File: config.mk
export PLATFORM = sky130hd
export DESIGN_NAME = bcd_to_binary
export DESIGN_NICKNAME = d
export VERILOG_FILES = /design/src/rtl/bcd_pkg.sv /design/src/rtl/bcd_digit_adjust.sv /design/src/rtl/bcd_to_binary.sv
export SDC_FILE = /design/constraint.sdc
export NUM_CORES = 1
export LEC_CHECK = 0
export ABC_CLOCK_PERIOD_IN_PS = 4000
export CAP_MARGIN = 20
export CORE_MARGIN = 1
export CORE_UTILIZATION = 29
export DETAILED_ROUTE_END_ITERATION = 8
export GPL_ROUTABILITY_DRIVEN = 0
export GPL_TIMING_DRIVEN = 0
export PLACE_DENSITY = 0.56
export SLEW_MARGIN = 20
export SYNTH_ARGS = -nofsm -noshare
export SYNTH_HDL_FRONTEND = slang
export SYNTH_HIERARCHICAL = 1
export SYNTH_SLANG_ARGS = --single-unit
File: constraint.sdc
create_clock -name clk -period 4 [get_ports clk]
set_input_delay 0.8 -clock clk [delete_from_list [all_inputs] [get_ports clk]]
set_output_delay 0.8 -clock clk [all_outputs]
set_load 0.01 [all_outputs]
File: src/rtl/bcd_pkg.sv
// Shared definitions for the BCD-to-binary converter: default sizes,
// the converter state encoding and the largest legal decimal digit.
package bcd_pkg;

    localparam int DEF_DIGITS  = 4;
    localparam int DEF_BIN_W   = 14;
    localparam int DEF_LIMIT_W = 12;

    localparam logic [3:0] MAX_DIGIT = 4'd9;

    typedef enum logic [1:0] {
        IDLE    = 2'd0,
        CONVERT = 2'd1,
        DONE    = 2'd2
    } state_t;

endpackage

File: src/rtl/bcd_digit_adjust.sv
// Per-digit helper for reverse double-dabble: subtracts 3 from a digit
// of 8 or more, and reports whether the digit is not a legal decimal.
module bcd_digit_adjust
    import bcd_pkg::*;
(
    input  logic [3:0] digit,
    output logic [3:0] adjusted,
    output logic       gt9
);

    // A shifted digit of 8+ carried a half-ten in from the digit above.
    assign adjusted = digit[3] ? (digit - 4'd3) : digit;

    // Anything above 9 cannot have come from a keypad entry.
    assign gt9 = (digit > MAX_DIGIT);

endmodule

File: src/rtl/bcd_to_binary.sv
// Sequential reverse double-dabble converter. A start request captures a
// packed BCD word; BIN_W shift/adjust steps later the binary result is
// registered and ready rises. Non-decimal nibbles short-cut to DONE with
// invalid set, and results above the downstream LIMIT_W-bit range raise
// overflow.
//
// Handshake: start is sampled on every rising edge but only accepted in
// IDLE or DONE; acceptance clears ready, invalid and overflow. ready then
// stays high, with binary/invalid/overflow valid, until the next accepted
// start. start while converting is ignored.
module bcd_to_binary
    import bcd_pkg::*;
#(
    parameter int DIGITS  = DEF_DIGITS,
    parameter int BIN_W   = DEF_BIN_W,
    parameter int LIMIT_W = DEF_LIMIT_W
) (
    input  logic                clk,
    input  logic                reset_n,
    input  logic                start,
    input  logic [4*DIGITS-1:0] bcd,
    output logic [BIN_W-1:0]    binary,
    output logic                ready,
    output logic                invalid,
    output logic                overflow,
    output logic [1:0]          dbg_state
);

    localparam int                DW          = 4 * DIGITS;
    localparam int                CW          = $clog2(BIN_W);
    localparam logic [CW-1:0]     LAST_STEP   = CW'(BIN_W - 1);
    localparam int                LIMIT_MAX_I = (1 << LIMIT_W) - 1;
    localparam logic [BIN_W-1:0]  LIMIT_MAX   = BIN_W'(LIMIT_MAX_I);

    state_t            state;
    state_t            state_nxt;
    logic [DW-1:0]     digits;
    logic [DW-1:0]     digits_sh;
    logic [DW-1:0]     digits_adj;
    logic [DW-1:0]     adj_in;
    logic [BIN_W-1:0]  acc;
    logic [BIN_W-1:0]  acc_sh;
    logic [CW-1:0]     step;
    logic              last_step;
    logic              bad_q;
    logic [DIGITS-1:0] nib_gt9;

    assign dbg_state = state;
    assign last_step = (step == LAST_STEP);

    // One step of the conversion: the whole digit/accumulator word moves
    // right by one bit, the low digit bit entering the accumulator MSB.
    assign {digits_sh, acc_sh} = {digits, acc} >> 1;

    // The adjust units see the shifted digits while converting; otherwise
    // they look at the incoming bcd so the legality check is ready for the
    // capture edge.
    assign adj_in = (state == CONVERT) ? digits_sh : bcd;

    for (genvar i = 0; i < DIGITS; i++) begin : g_digit
        bcd_digit_adjust u_adjust (
            .digit    (adj_in[4*i +: 4]),
            .adjusted (digits_adj[4*i +: 4]),
            .gt9      (nib_gt9[i])
        );
    end

    // State register.
    always_ff @(posedge clk or negedge reset_n) begin
        if (!reset_n) state <= IDLE;
        else          state <= state_nxt;
    end

    // Next-state selection.
    always_comb begin
        state_nxt = state;
        case (state)
            IDLE:    if (start) state_nxt = CONVERT;
            CONVERT: if (bad_q || last_step) state_nxt = DONE;
            DONE:    if (start) state_nxt = CONVERT;
            default: state_nxt = IDLE;
        endcase
    end

    // Capture, shift/adjust stepping and result registers.
    always_ff @(posedge clk or negedge reset_n) begin
        if (!reset_n) begin
            digits   <= '0;
            acc      <= '0;
            step     <= '0;
            bad_q    <= 1'b0;
            binary   <= '0;
            ready    <= 1'b0;
            invalid  <= 1'b0;
            overflow <= 1'b0;
        end else begin
            case (state)
                IDLE, DONE: begin
                    if (start) begin
                        digits   <= bcd;
                        acc      <= '0;
                        step     <= '0;
                        bad_q    <= |nib_gt9;
                        ready    <= 1'b0;
                        invalid  <= 1'b0;
                        overflow <= 1'b0;
                    end
                end
                CONVERT: begin
                    if (bad_q) begin
                        // Illegal digits: report without spending any steps.
                        binary   <= '0;
                        invalid  <= 1'b1;
                        overflow <= 1'b0;
                        ready    <= 1'b1;
                    end else begin
                        digits <= digits_adj;
                        acc    <= acc_sh;
                        step   <= step + CW'(1);
                        if (last_step) begin
                            binary   <= acc_sh;
                            ready    <= 1'b1;
                            overflow <= (acc_sh > LIMIT_MAX);
                        end
                    end
                end
                default: ;
            endcase
        end
    end

endmodule

==> impl_metrics.py, run 1 <==
metrics = {
    "finish": {
        "fin_util_pct": 36.7,
        "final_common_cell": "nand2_1",
        "fin_nets": 386,
        "seq_area_sq_um": 1330,
        "num-fill-cells": 993,
        "drive_gt1_share_pct": 5.37,
        "final_cell_mix": "nand2_1 (80), dfrtp_1 (53), clkdlybuf4s50_1 (36)",
        "area_growth_pct": 21.8,
        "multi_input_area_sq_um": 1370,
        "instances_no_fill": 483,
        "antenna_cells": 0,
        "final_area_sq_um": 3420,
    },
    "logic_synthesis": {
        "synth.distinct_cells": 30,
        "synth_area_sq_um": 2810,
        "synthesis.nets": 342,
        "seq_area_frac_synth_pct": 47.2,
        "synth_seq_cells": 53,
        "synth_area_per_cell_sq_um": 9.09,
        "synthCells": 309,
        "yosysWarnings": 6,
    },
    "pwr": {
        "ir_worst_vdd_mv": 0.185,
        "cellLeakagePower_nw": 1.66,
        "pwr-share-clk_pct": 14.0,
        "power.internal_mw": 1.20,
        "netSwitchingFraction_pct": 43.0,
        "p_seq_share_pct": 35.7,
        "power.switching_mw": 0.909,
        "power.density_nw_per_um2": 617,
        "p_comb_share_pct": 50.4,
    },
    "setup_path": {
        "cp.arrival_ns": 2.80,
        "path_class": "reg2reg",
        "cp_slowest_stage_delay_ns": 0.46,
        "reg2reg_setup_slack_ns": 1.37,
        "critical_path_required_ns": 4.18,
        "cp_top_family": "buffers and inverters",
        "crit_chain": "nor2b_1 > buf_4 > buf_2 > buf_2 > nand2_1 > nand2_1 > ha_1 > nor2_1 > o21a_1 > nor4_1 > o21ai_0",
        "crit_end": "bad_q",
        "critical_path.reg2reg.startpoint": "dbg_state[1]",
        "setup.worst_path.start": "dbg_state[1]",
        "worstReg2RegEnd": "bad_q",
        "worstSetupEndpointType": "flop",
        "crit_buf_inv": 3,
        "crit_path_start_kind": "flop",
        "cp_slowest_cell": "dfrtp_1",
        "crit_fanout": 10,
        "worstSetupPathDepth": 11,
        "reg2regPathDepth": 11,
    },
    "worst_hold_path": {
        "hold_path_class": "reg2reg",
    },
    "global_routing": {
        "gr-usage-all-layers_pct": 13.5,
        "overflow": 0,
        "grt_max_degree": 54,
        "grt_pass1_vias": 2226,
        "grt_pass1_wl_um": 10800,
        "antenna_found_initial": 0,
    },
    "drt": {
        "final_antenna_net_count": 0,
        "wl_um": 6310,
        "num_vias": 2263,
        "drc": 0,
        "drt-wirelength-per-cell_um": 13.1,
        "avgViaCountPerCell": 4.69,
        "drtPass1Iterations": 4,
        "drtIter0Drc": 145,
    },
    "timing": {
        "fin_skew_ns": 0.00736,
        "hold_viol_final": 0,
        "finalCritPeriodShare_pct": 65.7,
        "timing.fmax_ghz": 0.381,
        "period_needed_ns": 2.63,
        "maxSlewViolCount": 0,
        "holdWs_ns": 0.490,
        "fin_tns_setup_ns": 0,
        "slew_headroom_pct": 55.1,
        "worst_pin_slew_ns": 0.674,
        "rsz0062_at_grt": "no",
        "setup_viol": 0,
    },
    "clock_tree": {
        "clk_pin_slew_worst_paths_ns": 0.09,
        "cts_hold_buffers": 0,
        "cts-root-buf": "clkbuf_8",
        "post_cts_buffers": 0,
        "cts_tree": "yes",
        "ctsHtreeMaxLevel": 2,
        "clock-sinks": 53,
        "cts_buffer_depth": 2,
        "ctsResizeCount": 0,
        "clk_latency_ns": 0.31,
        "numCtsBuffers": 5,
    },
    "floorplan": {
        "die-height_um": 100,
        "rows": 35,
        "core_region_area_sq_um": 9330,
        "die_width_um": 100,
        "die_area_sq_um": 10100,
        "ios": 38,
        "initial_utilization_pct": 30.1,
    },
    "place": {
        "place_inst": 475,
        "place_hpwl_um": 4490,
        "port_buffers": 37,
        "place_area_sq_um": 3340,
    },
    "run_status": {
        "outcome": "completed",
    },
    "job": {
        "maxCapViolCount": 0,
    },
}
## per-stage QoR
| stage | power (mW) | worst slack (ns) |
|---|---|---|
| 2_1_floorplan | 1.53 | 1.81 |
| 3_3_place_gp | 1.80 | 0.492 |
| 3_5_place_dp | 1.83 | 1.40 |
| 4_1_cts | 2.14 | 1.38 |
| 5_1_grt | 2.31 | 1.07 |
| 6_report | 2.11 | 1.37 |
## power by group through the flow
| stage | sequential, mW | clock, mW | combinational [mW] |
|---|---|---|---|
| CTS | 0.754 | 0.306 | 1.08 |
| global route | 0.773 | 0.323 | 1.22 |
| floorplan | 0.748 | 0 | 0.778 |
| global placement | 0.763 | 0 | 1.04 |
| detailed placement | 0.762 | 0 | 1.07 |
| finish | 0.753 | 0.295 | 1.06 |
## logic make-up after synthesis
kind of cell	count (synthesis)	share of synthesized area [%]
AO/OA/AOI/OAI	52	11.8
XOR/XNOR	8	2.49
adder cells (fa/ha/maj)	14	6.24
buffers and inverters	27	4.10
flip-flops	53	47.2
multiplexers	17	6.06
AND/OR/NAND/NOR	138	22.1
## tightest hold or removal path, cell delays in order (launching register included)
cell,delay (ns)
dfrtp_1,0.36
nand2_1,0.05
nand2_1,0.05
## state kept, by name, indices dropped and copies added (netlist names)
register / cells
digits: 16
binary: 14
acc: 13
step: 4
dbg_state: 2
bad_q: 1
invalid: 1
overflow: 1
ready: 1
## metal layers
metal	track usage [%]	vias up	routed length (um)
li1	-	1130	-
met1	18.7	1077	3160
met2	21.4	48	2790
met3	2.16	8	239
met4	4.79	0	112
met5	0	-	0
## worst min-delay path by stage
stage	end	start	cells past startpoint	slack, ns
final	ready	ready	2	0.49
after global routing	ready	ready	2	0.51
after CTS	ready	ready	2	0.49
after detailed placement	ready	ready	2	0.47
after global placement	ready	ready	2	0.47
after floorplan	step[2]	step[2]	1	0.46
## cell usage after synthesis, drive strengths merged
cell	instances	area share (%)
a21oi	5	0.89
xnor2	4	1.2
o21a	4	1.1
inv	9	1.2
nand2b	6	1.3
nor2b	6	1.3
or2	1	0.22
xor2	4	1.2
or2b	1	0.27
and2	2	0.45
or3b	1	0.31
or3	1	0.22
dfrtp	53	47
nor3b	1	0.45
a32o	1	0.36
a22o	15	4.7
ha	14	6.2
o21ai	27	4.8
and3	1	0.22
nand3	32	5.7
mux2i	17	6.1
nor4	1	0.22
nand2	80	11
buf	12	2.1
nor2	5	0.67
clkbuf	6	0.80
## cell type report
| type | count | share of cell area, % |
|---|---|---|
| well taps | 129 | 4.72 |
| inverters | 9 | 0.988 |
| repair buffers | 37 | 10.8 |
| clock inverters | 2 | 0.293 |
| clock buffers | 6 | 2.12 |
| flip-flops and latches | 53 | 38.8 |
| plain buffers | 18 | 2.38 |
| multi-input cells | 229 | 40.0 |
Note: power is estimated with default switching activity, not from simulation.
==> run 2, diff against run 1 <==
Settings changed: ABC_CLOCK_PERIOD_IN_PS 4000 to 2400, PLACE_DENSITY 0.56 to 0.57.
Clock period 4 ns to 2.4 ns, I/O delays scaled along.
==> run 2 against run 1 <==
  * Combinational power is 73% higher
  * Die area stayed put
  * Maximum frequency is 20% higher
  * First-iteration DRC count down 48%
  * Critical path depth stayed put
  * Largest cell class unchanged
  * Worst hold slack worse by 0.30 ns
  * Register-to-register slack got worse by 1.2 ns
  * Largest power group unchanged
==> impl_metrics.py, run 2 (synthesis results as in run 1) <==
metrics = {
    "run_status": {
        "outcome": "completed",
    },
    "clock_tree": {
        "clock-sinks": 53,
        "ctsHtreeMaxLevel": 2,
        "cts_tree": "yes",
        "cts_buffer_depth": 2,
        "cts-root-buf": "clkbuf_8",
        "cts_hold_buffers": 0,
        "numCtsBuffers": 5,
        "clk_pin_slew_worst_paths_ns": 0.10,
        "clk_latency_ns": 0.31,
    },
    "timing": {
        "hold_viol_final": 0,
        "period_needed_ns": 2.19,
        "slew_headroom_pct": 54.9,
        "holdWs_ns": 0.194,
        "fin_tns_setup_ns": 0,
        "fin_skew_ns": 0.0133,
        "maxSlewViolCount": 0,
        "finalWorstSetupSlack_ns": 0.213,
        "finalCritPeriodShare_pct": 91.1,
        "setup_viol": 0,
        "rsz0062_at_grt": "no",
        "timing.fmax_ghz": 0.457,
        "worst_pin_slew_ns": 0.671,
    },
    "setup_path": {
        "crit_end": "digits[9]",
        "cp_slowest_stage_delay_ns": 0.45,
        "reg2reg_setup_slack_ns": 0.21,
        "crit_path_start_kind": "flop",
        "crit_fanout": 19,
        "cp_slowest_cell": "dfrtp_2",
        "critical_path.reg2reg.startpoint": "dbg_state[1]",
        "reg2regPathDepth": 11,
        "cp.arrival_ns": 2.36,
        "worstReg2RegEnd": "digits[9]",
        "worstSetupEndpointType": "flop",
        "critical_path_required_ns": 2.58,
        "path_class": "reg2reg",
        "crit_chain": "nor2b_1 > buf_6 > buf_6 > nand2_1 > nand2_2 > inv_1 > ha_1 > nand2_1 > o21ai_0 > mux2i_1 > o21ai_0",
        "setup.worst_path.start": "dbg_state[1]",
    },
    "finish": {
        "largest-register": "digits",
        "reg.largest.list": "digits (16), binary (14), acc (13)",
        "fin_nets": 387,
        "final_area_sq_um": 3470,
        "final_cell_mix": "nand2_1 (78), dfrtp_1 (51), clkdlybuf4s50_1 (36)",
        "antenna_cells": 0,
        "fin_util_pct": 37.3,
        "area_growth_pct": 23.7,
        "final_common_cell": "nand2_1",
        "largest_reg_flops": 16,
        "num-fill-cells": 963,
        "instances_no_fill": 484,
        "drive_gt1_share_pct": 7.61,
    },
    "place": {
        "place_area_sq_um": 3340,
        "place_inst": 475,
        "port_buffers": 37,
        "post-place-ws_ns": -0.216,
        "place_hpwl_um": 4460,
    },
    "floorplan": {
        "rows": 35,
        "core_region_area_sq_um": 9330,
        "die-height_um": 100,
        "die_width_um": 100,
        "ios": 38,
        "initial_utilization_pct": 30.1,
        "die_area_sq_um": 10100,
    },
    "pwr": {
        "p_seq_share_pct": 34.6,
        "pwr-share-clk_pct": 14.8,
        "cellLeakagePower_nw": 1.67,
        "power.switching_mw": 1.53,
        "p_comb_share_pct": 50.6,
        "power.internal_mw": 2.09,
        "ir_worst_vdd_mv": 0.340,
        "power.density_nw_per_um2": 1040,
        "power_mw": 3.62,
        "netSwitchingFraction_pct": 42.3,
    },
    "global_routing": {
        "gr-usage-all-layers_pct": 13.2,
        "grt_pass1_wl_um": 10700,
        "antenna_found_initial": 0,
        "grt_max_degree": 54,
        "grt_pass1_vias": 2219,
        "overflow": 0,
    },
    "drt": {
        "wl_um": 6100,
        "drtPass1Iterations": 4,
        "drtIter0Drc": 75,
        "avgViaCountPerCell": 4.68,
        "num_vias": 2264,
        "drt-wirelength-per-cell_um": 12.6,
        "drc": 0,
        "final_antenna_net_count": 0,
    },
    "worst_hold_path": {
        "hold_path_class": "in2async",
    },
    "job": {
        "maxCapViolCount": 0,
    },
}
[run 2: cell count changes in the layout (fill, tap and decap cells not counted)]
cell,previous run,this run
clkinv_4,0,1
clkinv_2,2,1
dfrtp_2,0,2
nor4_1,1,0
nor4_2,0,1
nand2_2,0,2
buf_4,2,5
clkbuf_8,5,6
nand2_1,80,78
buf_2,8,5
buf_6,0,2
dfrtp_1,53,51
clkbuf_1,7,5
[run 2: critical path, delay by kind of cell (launching register included)]
family | cells | cell delay [ns]
AOI/OAI and AO/OA | 2 | 0.18
adders and majority gates | 1 | 0.29
buffers and inverters | 3 | 0.49
DFF | 1 | 0.45
muxes | 1 | 0.18
and+or+nand+nor | 4 | 0.46
[run 2: worst min-delay path by stage]
stage	from	to	depth (start not counted)
after floorplan	reset_n	acc[10]	0
after global placement	ready	ready	2
after detailed placement	ready	ready	2
after CTS	reset_n	binary[9]	1
after global routing	reset_n	binary[9]	1
final	reset_n	binary[9]	1
[run 2: power by group through the flow]
stage	logic (mW)	clock network (mW)	registers, mW
after floorplan	1.30	0	1.25
after global placement	1.74	0	1.27
after detailed placement	1.78	0	1.27
final	1.83	0.535	1.25
after CTS	1.79	0.546	1.26
after global routing	2.09	0.578	1.28
[run 2: cell type report]
| cell class | instances | area, sq um | share of cell area (%) |
|---|---|---|---|
| Inverter | 9 | 33.8 | 0.972 |
| Timing Repair Buffer | 40 | 390 | 11.2 |
| Buffer | 16 | 85.1 | 2.45 |
| Clock inverter | 2 | 13.8 | 0.396 |
| Sequential cell | 53 | 1330 | 38.2 |
| Tap cell | 129 | 161 | 4.65 |
| Multi-Input combinational cell | 229 | 1380 | 39.7 |
| Clock buffer | 6 | 82.6 | 2.38 |
[run 2: repair_timing]
action / 4_1_cts / 5_1_grt
gates resized for setup: 5 / 7
hold endpoints to repair: 0 / 0
setup endpoints to repair: 6 / 6
buffers inserted: 0 / 3
[run 2: routing by layer]
| metal | GRT usage [%] | routed length (um) | share of wire (%) |
|---|---|---|---|
| met1 | 18.4 | 3020 | 49 |
| met2 | 21.6 | 2820 | 46 |
| met3 | 2.16 | 183 | 3.0 |
| met4 | 2.68 | 81 | 1.3 |
| met5 | 0 | 0 | 0 |
==> run 3, diff against run 2 <==
Settings changed: CTS_BUF_LIST from default to sky130_fd_sc_hd__clkbuf_4.
==> run 3 against run 2 <==
  * Clock power decreased by 25%
  * Highest routed layer unchanged
  * Clock skew increased by 0.0025 ns
  * Sequential power about the same
  * Maximum frequency decreased by 0.57%
  * Critical path depth unchanged
==> impl_metrics.py, run 3 (synthesis results as in run 1) <==
metrics = {
    "floorplan": {
        "die_width_um": 100,
        "die_area_sq_um": 10100,
        "initial_utilization_pct": 30.1,
        "rows": 35,
        "ios": 38,
        "die-height_um": 100,
        "core_region_area_sq_um": 9330,
    },
    "job": {
        "maxCapViolCount": 0,
    },
    "pwr": {
        "p_comb_share_pct": 53.0,
        "ir_worst_vdd_mv": 0.310,
        "netSwitchingFraction_pct": 43.6,
        "power.density_nw_per_um2": 1020,
        "power.internal_mw": 1.98,
        "cellLeakagePower_nw": 1.66,
        "pwr-share-clk_pct": 11.4,
        "power_mw": 3.51,
        "power.switching_mw": 1.53,
        "p_seq_share_pct": 35.6,
    },
    "drt": {
        "drt-wirelength-per-cell_um": 12.7,
        "drtPass1Iterations": 4,
        "final_antenna_net_count": 0,
        "drtIter0Drc": 59,
        "num_vias": 2243,
        "avgViaCountPerCell": 4.62,
        "drc": 0,
        "wl_um": 6140,
    },
    "worst_hold_path": {
        "hold_path_class": "in2async",
    },
    "clock_tree": {
        "clock-sinks": 53,
        "clk_latency_ns": 0.37,
        "cts_buffer_depth": 2,
        "cts_tree": "yes",
        "cts-root-buf": "clkbuf_4",
        "numCtsBuffers": 5,
        "ctsHtreeMaxLevel": 2,
        "clk_pin_slew_worst_paths_ns": 0.16,
    },
    "timing": {
        "maxSlewViolCount": 0,
        "timing.fmax_ghz": 0.455,
        "period_needed_ns": 2.20,
        "finalWorstSetupSlack_ns": 0.200,
        "rsz0062_at_grt": "no",
        "hold_viol_final": 0,
        "setup_viol": 0,
        "fin_skew_ns": 0.0157,
        "worst_pin_slew_ns": 0.702,
        "slew_headroom_pct": 52.9,
        "finalCritPeriodShare_pct": 91.7,
    },
    "global_routing": {
        "grt_pass1_wl_um": 10700,
        "antenna_found_initial": 0,
        "gr-usage-all-layers_pct": 13.1,
        "grt_pass1_vias": 2214,
        "grt_max_degree": 54,
        "overflow": 0,
    },
    "setup_path": {
        "cp.arrival_ns": 2.46,
        "worstSetupEndpointType": "flop",
        "crit_fanout": 19,
        "critical_path_required_ns": 2.66,
        "crit_path_start_kind": "flop",
        "path_class": "reg2reg",
    },
    "place": {
        "place_hpwl_um": 4460,
        "post-place-ws_ns": -0.216,
        "port_buffers": 37,
        "place_inst": 475,
    },
    "finish": {
        "seq_area_sq_um": 1330,
        "antenna_cells": 0,
        "multi_input_area_sq_um": 1380,
        "num-fill-cells": 968,
        "instances_no_fill": 485,
        "largest_reg_flops": 16,
        "drive_gt1_share_pct": 7.58,
        "largest-register": "digits",
        "reg.largest.list": "digits (16), binary (14), acc (13)",
        "final_common_cell": "nand2_1",
        "fin_nets": 388,
        "area_growth_pct": 22.6,
        "final_cell_mix": "nand2_1 (78), dfrtp_1 (51), clkdlybuf4s50_1 (36)",
    },
    "run_status": {
        "outcome": "completed",
    },
}
==> run 3: final timing paths <==
kind	cells past startpoint	from	to	slack, ns
max	11	dbg_state[1]	digits[9]	0.20
min	1	reset_n	binary[9]	0.12
max reg2reg	11	dbg_state[1]	digits[9]	0.20
min reg2reg	2	ready	ready	0.50
max in group asynchronous	1	reset_n	dbg_state[0]	1.81
min in group clk	2	ready	ready	0.50
==> run 3: worst max-delay path, stage by stage, from the launching register on <==
cell	delay (ns)
dfrtp_2	0.47
nor2b_1	0.18
buf_6	0.21
buf_6	0.22
nand2_1	0.09
nand2_2	0.13
inv_1	0.06
ha_1	0.29
nand2_1	0.06
o21ai_0	0.08
mux2i_1	0.18
o21ai_0	0.10
==> run 3: power by group through the flow <==
| stage | sequential [mW] | clock (mW) | combinational [mW] |
|---|---|---|---|
| after floorplan | 1.25 | 0 | 1.30 |
| after global routing | 1.28 | 0.440 | 2.11 |
| after global placement | 1.27 | 0 | 1.74 |
| after detailed placement | 1.27 | 0 | 1.78 |
| after CTS | 1.26 | 0.408 | 1.79 |
| final | 1.25 | 0.400 | 1.86 |
==> run 3: routing by layer <==
metal  share of wire [%]  routed length, um  GRT usage [%]  vias to the layer above
met2                  46               2850           21.2                       39
li1                    -                  -              -                     1129
met3                 2.6                158           2.16                        5
met4                0.81                 50           2.68                        0
met1                  50               3090           18.6                     1070
met5                   0                  0              0                        -
==> run 3: repair_timing <==
item / CTS / global route
endpoints found under the setup margin: 6 / 7
gates resized for setup: 5 / 9
buffers inserted: 0 / 3
endpoints found under the hold margin: 0 / 0
hold buffers: 0 / 0
==> run 3: area by class of cell <==
class	instances	share of cell area, %
Buffer	17	2.80
Clock buffer	5	1.09
Clock inverter	3	0.509
Inverter	9	0.981
Multi-Input combinational cell	229	40.0
Sequential cell	53	38.6
Tap cell	129	4.69
Timing Repair Buffer	40	11.3
==> run 3: stage by stage <==
step	hold slack [ns]	utilization, %	TNS, ns	cell area, sq um
after floorplan	0.184	-	0	2810
after global placement	0.469	35.8	-42.63	3340
after detailed placement	0.472	35.8	-0.756	3340
after CTS	0.138	36.4	0	3400
after global routing	0.163	36.9	0	3440
final	0.116	36.9	0	3440
